===== src/rtl/keyword_scope_tracker.sv =====
// keyword_scope_tracker
//   Tracks nested `begin_keywords / `end_keywords scopes between the token
//   lexer and the parser. Directive tokens are consumed. Every other token is
//   forwarded through one output register stage, tagged with the keyword
//   version in force and whether an IDENT is reserved under that version.
//
// Ports:
//   clk, rst_n            clock, synchronous active-low reset
//   in_valid/in_ready     input handshake; in_ready = !out_valid || out_ready
//   in_kind               0=IDENT 1=BEGIN_KW 2=END_KW 3=OTHER 4=EOF (5..7 = OTHER)
//   in_ver                version code carried by BEGIN_KW (8..15 invalid)
//   in_kwmask             bit v set = IDENT is reserved in version v
//   in_payload            opaque token data, passed through unchanged
//   out_valid/out_ready   output handshake
//   out_kind              forwarded kind (0, 3 or 4)
//   out_is_kw             IDENT reserved under out_ver
//   out_ver               version in force when the token was accepted
//   out_payload           forwarded payload
//   depth                 current number of valid stack entries
//   err_pulse             [0]=underflow [1]=overflow [2]=bad version [3]=unbalanced at EOF
//   err_sticky            OR-accumulation of err_pulse, cleared by reset only
module keyword_scope_tracker #(
    parameter int unsigned DEPTH       = 8,
    parameter logic [2:0]  DEFAULT_VER = 3'd7,
    parameter int unsigned PAYLOAD_W   = 16
) (
    input  logic                 clk,
    input  logic                 rst_n,
    input  logic                 in_valid,
    output logic                 in_ready,
    input  logic [2:0]           in_kind,
    input  logic [3:0]           in_ver,
    input  logic [7:0]           in_kwmask,
    input  logic [PAYLOAD_W-1:0] in_payload,
    output logic                 out_valid,
    input  logic                 out_ready,
    output logic [2:0]           out_kind,
    output logic                 out_is_kw,
    output logic [2:0]           out_ver,
    output logic [PAYLOAD_W-1:0] out_payload,
    output logic [3:0]           depth,
    output logic [3:0]           err_pulse,
    output logic [3:0]           err_sticky
);

    typedef enum logic [2:0] {
        KIND_IDENT    = 3'd0,
        KIND_BEGIN_KW = 3'd1,
        KIND_END_KW   = 3'd2,
        KIND_OTHER    = 3'd3,
        KIND_EOF      = 3'd4
    } kind_t;

    localparam logic [3:0] DEPTH_MAX = 4'(DEPTH);

    // Sized to the full 4-bit depth range so any depth value indexes safely;
    // only the lowest DEPTH entries are ever written.
    logic [2:0] stack [16];
    // Counts BEGIN_KWs rejected while full, so their END_KWs are absorbed
    // without popping scopes that were genuinely pushed.
    logic [3:0] ovf_cnt;

    logic       accept;
    logic       fwd;
    logic       push;
    logic       pop;
    logic       ovf_inc;
    logic       ovf_dec;
    logic       eof_clear;
    logic [2:0] cur_ver;
    logic [2:0] push_ver;
    logic [2:0] fwd_kind;
    logic       fwd_is_kw;
    logic [3:0] err_n;

    assign in_ready = !out_valid || out_ready;
    assign accept   = in_valid && in_ready;
    assign cur_ver  = (depth == 4'd0) ? DEFAULT_VER : stack[depth - 4'd1];

    always_comb begin
        fwd       = 1'b0;
        push      = 1'b0;
        pop       = 1'b0;
        ovf_inc   = 1'b0;
        ovf_dec   = 1'b0;
        eof_clear = 1'b0;
        err_n     = '0;
        push_ver  = in_ver[2:0];
        fwd_kind  = (in_kind > KIND_EOF) ? KIND_OTHER : in_kind;
        fwd_is_kw = (in_kind == KIND_IDENT) && in_kwmask[cur_ver];

        if (accept) begin
            case (in_kind)
                KIND_BEGIN_KW: begin
                    // A bad version still occupies a slot (holding the outer
                    // version) so its matching END_KW pops the right entry.
                    if (in_ver[3]) begin
                        err_n[2] = 1'b1;
                        push_ver = cur_ver;
                    end
                    if (depth == DEPTH_MAX) begin
                        err_n[1] = 1'b1;
                        ovf_inc  = (ovf_cnt != 4'd15);
                    end else begin
                        push = 1'b1;
                    end
                end
                KIND_END_KW: begin
                    if (ovf_cnt != 4'd0) begin
                        ovf_dec = 1'b1;
                    end else if (depth != 4'd0) begin
                        pop = 1'b1;
                    end else begin
                        err_n[0] = 1'b1;
                    end
                end
                KIND_EOF: begin
                    fwd       = 1'b1;
                    eof_clear = 1'b1;
                    err_n[3]  = (depth != 4'd0) || (ovf_cnt != 4'd0);
                end
                default: fwd = 1'b1;
            endcase
        end
    end

    always_ff @(posedge clk) begin
        if (push) begin
            stack[depth] <= push_ver;
        end
    end

    always_ff @(posedge clk) begin
        if (!rst_n) begin
            out_valid   <= 1'b0;
            out_kind    <= 3'd0;
            out_is_kw   <= 1'b0;
            out_ver     <= DEFAULT_VER;
            out_payload <= '0;
            depth       <= 4'd0;
            ovf_cnt     <= 4'd0;
            err_pulse   <= '0;
            err_sticky  <= '0;
        end else begin
            if (in_ready) begin
                out_valid <= fwd;
            end
            if (fwd) begin
                out_kind    <= fwd_kind;
                out_is_kw   <= fwd_is_kw;
                out_ver     <= cur_ver;
                out_payload <= in_payload;
            end

            if (eof_clear) begin
                depth <= 4'd0;
            end else if (push) begin
                depth <= depth + 4'd1;
            end else if (pop) begin
                depth <= depth - 4'd1;
            end

            if (eof_clear) begin
                ovf_cnt <= 4'd0;
            end else if (ovf_inc) begin
                ovf_cnt <= ovf_cnt + 4'd1;
            end else if (ovf_dec) begin
                ovf_cnt <= ovf_cnt - 4'd1;
            end

            err_pulse  <= err_n;
            err_sticky <= err_sticky | err_n;
        end
    end

endmodule

===== config.mk =====
export PLATFORM = sky130hd
export DESIGN_NAME = keyword_scope_tracker
export DESIGN_NICKNAME = d
export VERILOG_FILES = /design/src/rtl/keyword_scope_tracker.sv
export SDC_FILE = /design/constraint.sdc
export NUM_CORES = 1
export LEC_CHECK = 0
export ABC_AREA = 0
export BUFFER_PORTS_ARGS = -buffer_cell sky130_fd_sc_hd__buf_2
export CAP_MARGIN = 25
export CORE_MARGIN = 3
export CORE_UTILIZATION = 50
export CTS_BUF_LIST = sky130_fd_sc_hd__clkbuf_4 sky130_fd_sc_hd__clkbuf_8
export CTS_CLUSTER_SIZE = 20
export DETAILED_ROUTE_END_ITERATION = 10
export PLACE_DENSITY = 0.8
export SYNTH_ARGS = -nofsm -noshare
export SYNTH_HDL_FRONTEND = slang
export SYNTH_SLANG_ARGS = --single-unit

===== constraint.sdc =====
create_clock -name clk -period 9.59 [get_ports clk]
set_input_delay 0 -clock clk [delete_from_list [all_inputs] [get_ports clk]]
set_output_delay 0 -clock clk [all_outputs]
set_load 0.01 [all_outputs]

==> flow_summary.yaml, run 1 <==
grt:
  grt_max_degree: 34
  first_global_vias: 2724
  antenna_found_initial: 0
  grt_first_pass_wirelength_um: 13500
  track_usage_pct: 20.3
  grt-ovfl-total: 0
worst_setup_path:
  critPathArrivalTime_ps: 4180
  worst-setup-path-type: "flip-flop to flip-flop"
  r2r_end: "out_is_kw"
  slowest_stage: "dfxtp_1"
  cp_max_fo: 19
  crit_end: "out_is_kw"
  cp-end-kind: "flip-flop"
  worstSetupStartpointType: "flip-flop"
  worst-r2r-cell-count: 8
  startpoint: "depth[0]"
  r2r_setup_slack_ps: 5650
  cp_slowest_stage_delay_ps: 950
  cp.required_ps: 9830
  crit_chain: "inv_1 -> ha_1 -> mux4_2 -> mux4_2 -> nor2_2 -> mux2_1 -> o2111ai_1 -> o211ai_2"
  rr_startpoint: "depth[0]"
  cp_common_cell: "mux4_2"
hold_path:
  hold_class: "input port to flip-flop"
timing:
  drv_slew: 0
  slew_headroom_pct: 36.6
  max_freq_ghz: 0.254
  final_hold_viol_count: 0
  rsz0062_at_grt: "false"
  min_period_ps: 3940
  worst_pin_slew_ps: 950
  setup_viol: 0
  skew_ps: 6.59
  finalCritPeriodShare_pct: 41.1
  finalWorstSetupSlack_ps: 5650
  setup_tns_ps: 0
logic_synthesis:
  yosysSeqAreaShare_pct: 58.9
  synth_top_family_by_area: "simple AND/OR/NAND/NOR gates"
  async_flop_share_pct: 0
  synth-xor-area-share_pct: 2.10
  synth_edf_count: 48
  synth_top_area_share_pct: 37.8
  synthSimpleGateAreaFrac_pct: 15.2
  syn_avg_cell_area_um2: 12.3
  synth_fa_ha_area_share_pct: 2.82
  synth-compound-area-share_pct: 9.85
  ys_top_cells_by_area: "edfxtp_1 (38%), dfxtp_1 (21%), mux4_2 (6.5%), nand2_1 (5.0%), a21boi_0 (3.5%)"
  synth_top_cell_by_area: "edfxtp_1"
  yosys_warnings: 0
  syn_area_mm2: 0.00381
  syn_inst: 311
  synth_most_common_cell: "nand2_1"
  synth_cell_types: 52
  synth-main-ff-cell: "edfxtp_1"
  ys_seq_elements: 88
  synth_common_cells: "nand2_1 (51), edfxtp_1 (48), dfxtp_1 (40), nor2_1 (19), a21boi_0 (18)"
  synthMuxAreaShare_pct: 9.23
clock_network:
  cts_setup_buffers: 0
  postCtsHoldBufs: 17
  postCtsResizedCells: 0
  clkLatencyLatePin_ps: 360
  clk_path_buf_depth: 2
  clkTransAtPathRegs_ps: 90
  cts.sinks: 88
  cts_buffers: 9
  root_buffer: "clkbuf_8"
  htree_num_levels: 3
  cts_tree: "yes"
cells_and_area:
  n_fill_cell: 525
  syn_to_final_growth_pct: 22.5
  fin_area_mm2: 0.00467
  final_layout_size_suffix_gt1_share_pct: 26.5
  diodes: 0
  final_nets: 446
placement:
  gp_congestion: 0.930
  post-place-ws_ps: 5630
  port_buffers: 71
  postPlaceCellArea_mm2: 0.00427
  dp_hpwl_um: 5830
drt:
  vias_per_cell: 5.36
  ant_nets: 0
  wl_per_cell_um: 16.6
  drc: 0
  routed_wl_um: 8390
  drt_pass1_iterations: 4
  vias: 2719
  drtIter0Drc: 198
die:
  io-pin-count: 72
  die_w_um: 93.3
  start_util_pct: 52.0
  core.rowCount: 31
  die_y_um: 93.3
  core-area_mm2: 0.00733
  dieArea_mm2: 0.00870
pwr:
  p_leak_nw: 1.88
  power_density_mw_per_mm2: 163
  vdd_drop_max_v: 0.0000864
run:
  maxCapViolations: 0
run_status:
  outcome: "finished clean"
[cell type report]
type,instances,area (um2),area share (%)
Sequential cell,88,2240,48.1
Multi-Input combinational cell,208,1500,32.2
Timing Repair Buffer,93,567,12.1
Clock buffer,9,124,2.65
Tap cell,99,124,2.65
Clock inverter,7,93.8,2.01
Inverter,3,11.3,0.241
[report_power, final]
| part | internal (mW) | switching, mW | total [mW] |
|---|---|---|---|
| registers | 0.406 | 0.00592 | 0.412 |
| logic | 0.0334 | 0.0394 | 0.0728 |
| clock network | 0.147 | 0.129 | 0.276 |
| total | 0.587 | 0.175 | 0.761 |
[cells in the final DEF (no fill, tap or decap), drive strengths merged, types with 3 or more instances in the layout]
cell         netlist  routed
conb               1       3
mux4              13      13
and3               6       6
a21oi              6       6
and2              13      13
inv                3       5
a21boi            18      18
dfxtp             40      40
buf                4      76
clkbuf            10       9
nor3b              4       4
dlygate4sd3        0      17
edfxtp            48      48
nand3              6       6
mux2i              4       4
nor4               3       3
nand2b             3       3
xnor2              5       5
ha                 7       7
o21ai              7       7
nor2              20      20
nor3               5       5
nand2             51      51
a21o               3       3
o211ai             5       5
clkinv             0       3
[sequential cells by signal, indices dropped and copies added, names as in the netlist, 3 cells and up]
signal,flops
depth,4
err_pulse,4
err_sticky,4
out_kind,3
out_payload,16
out_ver,3
ovf_cnt,4
stack,48
[metal layers]
layer	part of all wire [%]	global-route usage (%)	vias up
met4	0.99	7.33	0
met2	49	32.5	105
li1	-	-	1319
met3	7.9	6.52	8
met5	0	0	-
met1	42	26.0	1287
[metrics by stage]
stage          instances  util (%)  hold WS (ps)  power, mW
4_1_cts              506      63.5          11.3      0.762
2_1_floorplan        313         -           145      0.461
5_1_grt              507      63.6          17.5      0.791
6_report             507      63.6          27.9      0.761
3_5_place_dp         473      58.2           257      0.486
3_3_place_gp         473      58.2           251      0.484
[cells by family after synthesis]
kind of cell / Yosys count
AOI/OAI and AO/OA: 52
muxes: 18
DFF: 88
other: 1
and+or+nand+nor: 120
buffers and inverters: 17
xor gates and xnor gates: 7
adders and majority gates: 8
[worst min-delay path by stage]
stage	from	to	slack [ps]	depth (start not counted)
finish	in_kind[2]	err_pulse[3]	30	3
global placement	in_payload[10]	out_payload[10]	250	3
CTS	in_kind[2]	err_pulse[3]	10	3
detailed placement	in_payload[13]	out_payload[13]	260	3
floorplan	in_payload[10]	out_payload[10]	140	2
global route	in_kind[2]	err_pulse[3]	20	3
[worst max-delay path, delay by kind of cell, from the launching register on]
kind / cells / cell delay (ps)
AO/OA/AOI/OAI: 2 / 320
adder cells (fa/ha/maj): 1 / 760
buffers and inverters: 1 / 330
flip-flops: 1 / 950
multiplexers: 3 / 1270
AND/OR/NAND/NOR: 1 / 200
(Power assumes the default switching activity.)
==> run 2: changes to the inputs <==
--- a/config.mk
+++ b/config.mk
@@ -5,7 +5,7 @@
 export SDC_FILE = /design/constraint.sdc
 export NUM_CORES = 1
 export LEC_CHECK = 0
-export ABC_AREA = 0
+export ABC_AREA = 1
 export BUFFER_PORTS_ARGS = -buffer_cell sky130_fd_sc_hd__buf_2
 export CAP_MARGIN = 25
 export CORE_MARGIN = 3
@@ -13,7 +13,7 @@
 export CTS_BUF_LIST = sky130_fd_sc_hd__clkbuf_4 sky130_fd_sc_hd__clkbuf_8
 export CTS_CLUSTER_SIZE = 20
 export DETAILED_ROUTE_END_ITERATION = 10
-export PLACE_DENSITY = 0.8
+export PLACE_DENSITY = 0.83
 export SYNTH_ARGS = -nofsm -noshare
 export SYNTH_HDL_FRONTEND = slang
 export SYNTH_SLANG_ARGS = --single-unit
==> constraint.sdc (replaced) <==
create_clock -name clk -period 3.51 [get_ports clk]
set_input_delay 0 -clock clk [delete_from_list [all_inputs] [get_ports clk]]
set_output_delay 0 -clock clk [all_outputs]
set_load 0.01 [all_outputs]
==> run 2 against run 1 <==
Against the previous run: worst hold slack gained 3.7 ps; clock power increased to 2.6 times the previous value; sequential power rose to 2.7 times the previous value; via count up 28%; final cell count up 26%; critical path depth up 3; setup slack worse by 4600 ps; die area up 3.9%; register-to-register slack lost 4600 ps.
==> flow_summary.yaml, run 2 <==
run_status:
  outcome: "finished clean"
placement:
  postPlaceCellArea_mm2: 0.00440
  port_buffers: 71
  dp_hpwl_um: 6640
  gp_congestion: 0.948
  post-place-ws_ps: 1130
  dp.cells: 607
worst_setup_path:
  rr_startpoint: "depth[1]"
  path_buf_inv: 3
  r2r_setup_slack_ps: 1050
  cp.required_ps: 3600
  startpoint: "depth[1]"
  crit_chain: "inv_1 -> ha_1 -> buf_4 -> nor2_1 -> o21ai_0 -> nand3_1 -> nand3_2 -> nand2_1 -> nor2_2 -> o21ai_0 -> buf_4"
  critPathArrivalTime_ps: 2550
  crit_family: "simple AND/OR/NAND/NOR gates"
  worstSetupStartpointType: "flip-flop"
  cp-end-kind: "flip-flop"
  slowest_stage: "dfxtp_1"
  worst-setup-path-type: "flip-flop to flip-flop"
  cp_slowest_stage_delay_ps: 440
  cp_max_fo: 17
timing:
  worst_pin_slew_ps: 718
  setup_viol: 0
  min_period_ps: 2460
  finalWorstSetupSlack_ps: 1050
  rsz0062_at_grt: "false"
  skew_ps: 15.2
  drv_slew: 0
  slew_headroom_pct: 52.1
  setup_tns_ps: 0
  final_hold_viol_count: 0
  finalCritPeriodShare_pct: 70.0
  max_freq_ghz: 0.407
drt:
  drtIter0Drc: 291
  ant_nets: 0
  drc: 0
  drt_pass1_iterations: 5
  vias_per_cell: 5.44
  vias: 3487
  routed_wl_um: 10100
  wl_per_cell_um: 15.7
clock_network:
  clkLatencyLatePin_ps: 370
  cts_buffers: 9
  postCtsHoldBufs: 18
  postCtsResizedCells: 0
  htree_num_levels: 3
  cts_setup_buffers: 0
  clkTransAtPathRegs_ps: 80
  clk_path_buf_depth: 2
  root_buffer: "clkbuf_8"
  cts.sinks: 88
  cts_tree: "yes"
die:
  io-pin-count: 72
  die_w_um: 95.1
  die_y_um: 95.1
  start_util_pct: 53.0
  core-area_mm2: 0.00749
  core.rowCount: 31
  dieArea_mm2: 0.00904
logic_synthesis:
  synth_common_cells: "nor2_1 (92), nand2_1 (69), edfxtp_1 (48), dfxtp_1 (40), inv_1 (40)"
  syn_area_mm2: 0.00397
  synth_top_area_share_pct: 36.3
  synth_cell_types: 38
  synth-main-ff-cell: "edfxtp_1"
  ys_top_cells_by_area: "edfxtp_1 (36%), dfxtp_1 (20%), nor2_1 (8.7%), nand2_1 (6.5%), o21ai_0 (4.5%)"
  synth_most_common_cell: "nor2_1"
  ys_seq_elements: 88
  synth_top_cell_by_area: "edfxtp_1"
  syn_avg_cell_area_um2: 8.92
  async_flop_share_pct: 0
  yosys_warnings: 0
  synth_edf_count: 48
  yosysSeqAreaShare_pct: 56.5
  syn_inst: 445
cells_and_area:
  mostFrequentLayoutCells: "nor2_1 (92), buf_2 (71), nand2_1 (69), edfxtp_1 (48)"
  finalCoreUtilization_pct: 63.8
  reg_top3: "stack (48), out_payload (16)"
  finalNonFillerCells: 641
  layout_commonest_cell: "nor2_1"
  final_layout_size_suffix_gt1_share_pct: 21.8
  largest_reg_flops: 48
  n_fill_cell: 575
  syn_to_final_growth_pct: 20.4
  regMostFlops: "stack"
  final_nets: 580
  fin_area_mm2: 0.00478
  diodes: 0
grt:
  first_global_vias: 3301
  track_usage_pct: 23.6
  antenna_found_initial: 0
  grt-ovfl-total: 0
  grt_max_degree: 31
  grt_first_pass_wirelength_um: 16200
pwr:
  p_leak_nw: 2.13
  power_density_mw_per_mm2: 449
  vdd_drop_max_v: 0.000273
hold_path:
  hold_class: "input port to flip-flop"
  min_from: "in_kind[2]"
run:
  maxCapViolations: 0
-- run 2: changes by cell type after synthesis, moves of 9 or more --
cell / previous run / this run
a21boi_0: 18 / 0
and2_1: 13 / 0
inv_1: 3 / 40
inv_2: 0 / 9
mux4_2: 11 / 0
nand2_1: 51 / 69
nand3_1: 6 / 30
nor2_1: 19 / 92
o21ai_0: 6 / 36
-- run 2: through the flow --
stage	hold WS, ps	power [mW]
global placement	223	1.41
detailed placement	229	1.42
finish	31.6	2.15
global route	42.1	2.24
floorplan	135	1.33
CTS	5.22	2.14
-- run 2: cell families (layout without fill, tap and decap cells) --
kind of cell	after synthesis	in the layout	share of synthesized area (%)
other cells	1	3	0.0945
simple gates	217	217	23.8
buf+inv	66	161	7.35
compound gates	61	61	8.26
fa+ha+maj	8	8	2.71
flops	88	88	56.5
xor+xnor	4	4	1.26
-- run 2: where the power goes --
part	internal, mW	switching (mW)	total (mW)
logic	0.106	0.187	0.292
clock network	0.352	0.369	0.720
registers	1.12	0.0177	1.13
total	1.57	0.573	2.15
-- run 2: final cells by class --
type,instances,area (um2),area share [%]
Multi-Input combinational cell,293,1440,30.2
Inverter,51,194,4.06
Tap cell,99,124,2.59
Sequential cell,88,2240,46.9
Clock buffer,10,138,2.88
Clock inverter,6,65.1,1.36
Timing Repair Buffer,94,573,12.0
-- run 2: worst paths after layout --
check | end | depth (start not counted)
worst max-delay path | stack[12][2] | 11
worst min-delay path | out_is_kw | 4
worst max register to register | stack[12][2] | 11
worst min register to register | err_sticky[0] | 2
-- run 2: layer usage --
layer / vias to the layer above / track usage (%) / routed length, um
met4: 0 / 10.5 / 392
met2: 179 / 37.4 / 4950
met3: 42 / 6.31 / 671
li1: 1640 / - / -
met5: - / 0 / 0
met1: 1626 / 30.5 / 4070
-- run 2: worst register-to-register path, delay by kind of cell (launching register included) --
kind	cells	cell delay, ps
adders and majority gates	1	340
DFF	1	440
AOI/OAI and AO/OA	2	210
buffers and inverters	3	580
and+or+nand+nor	5	610
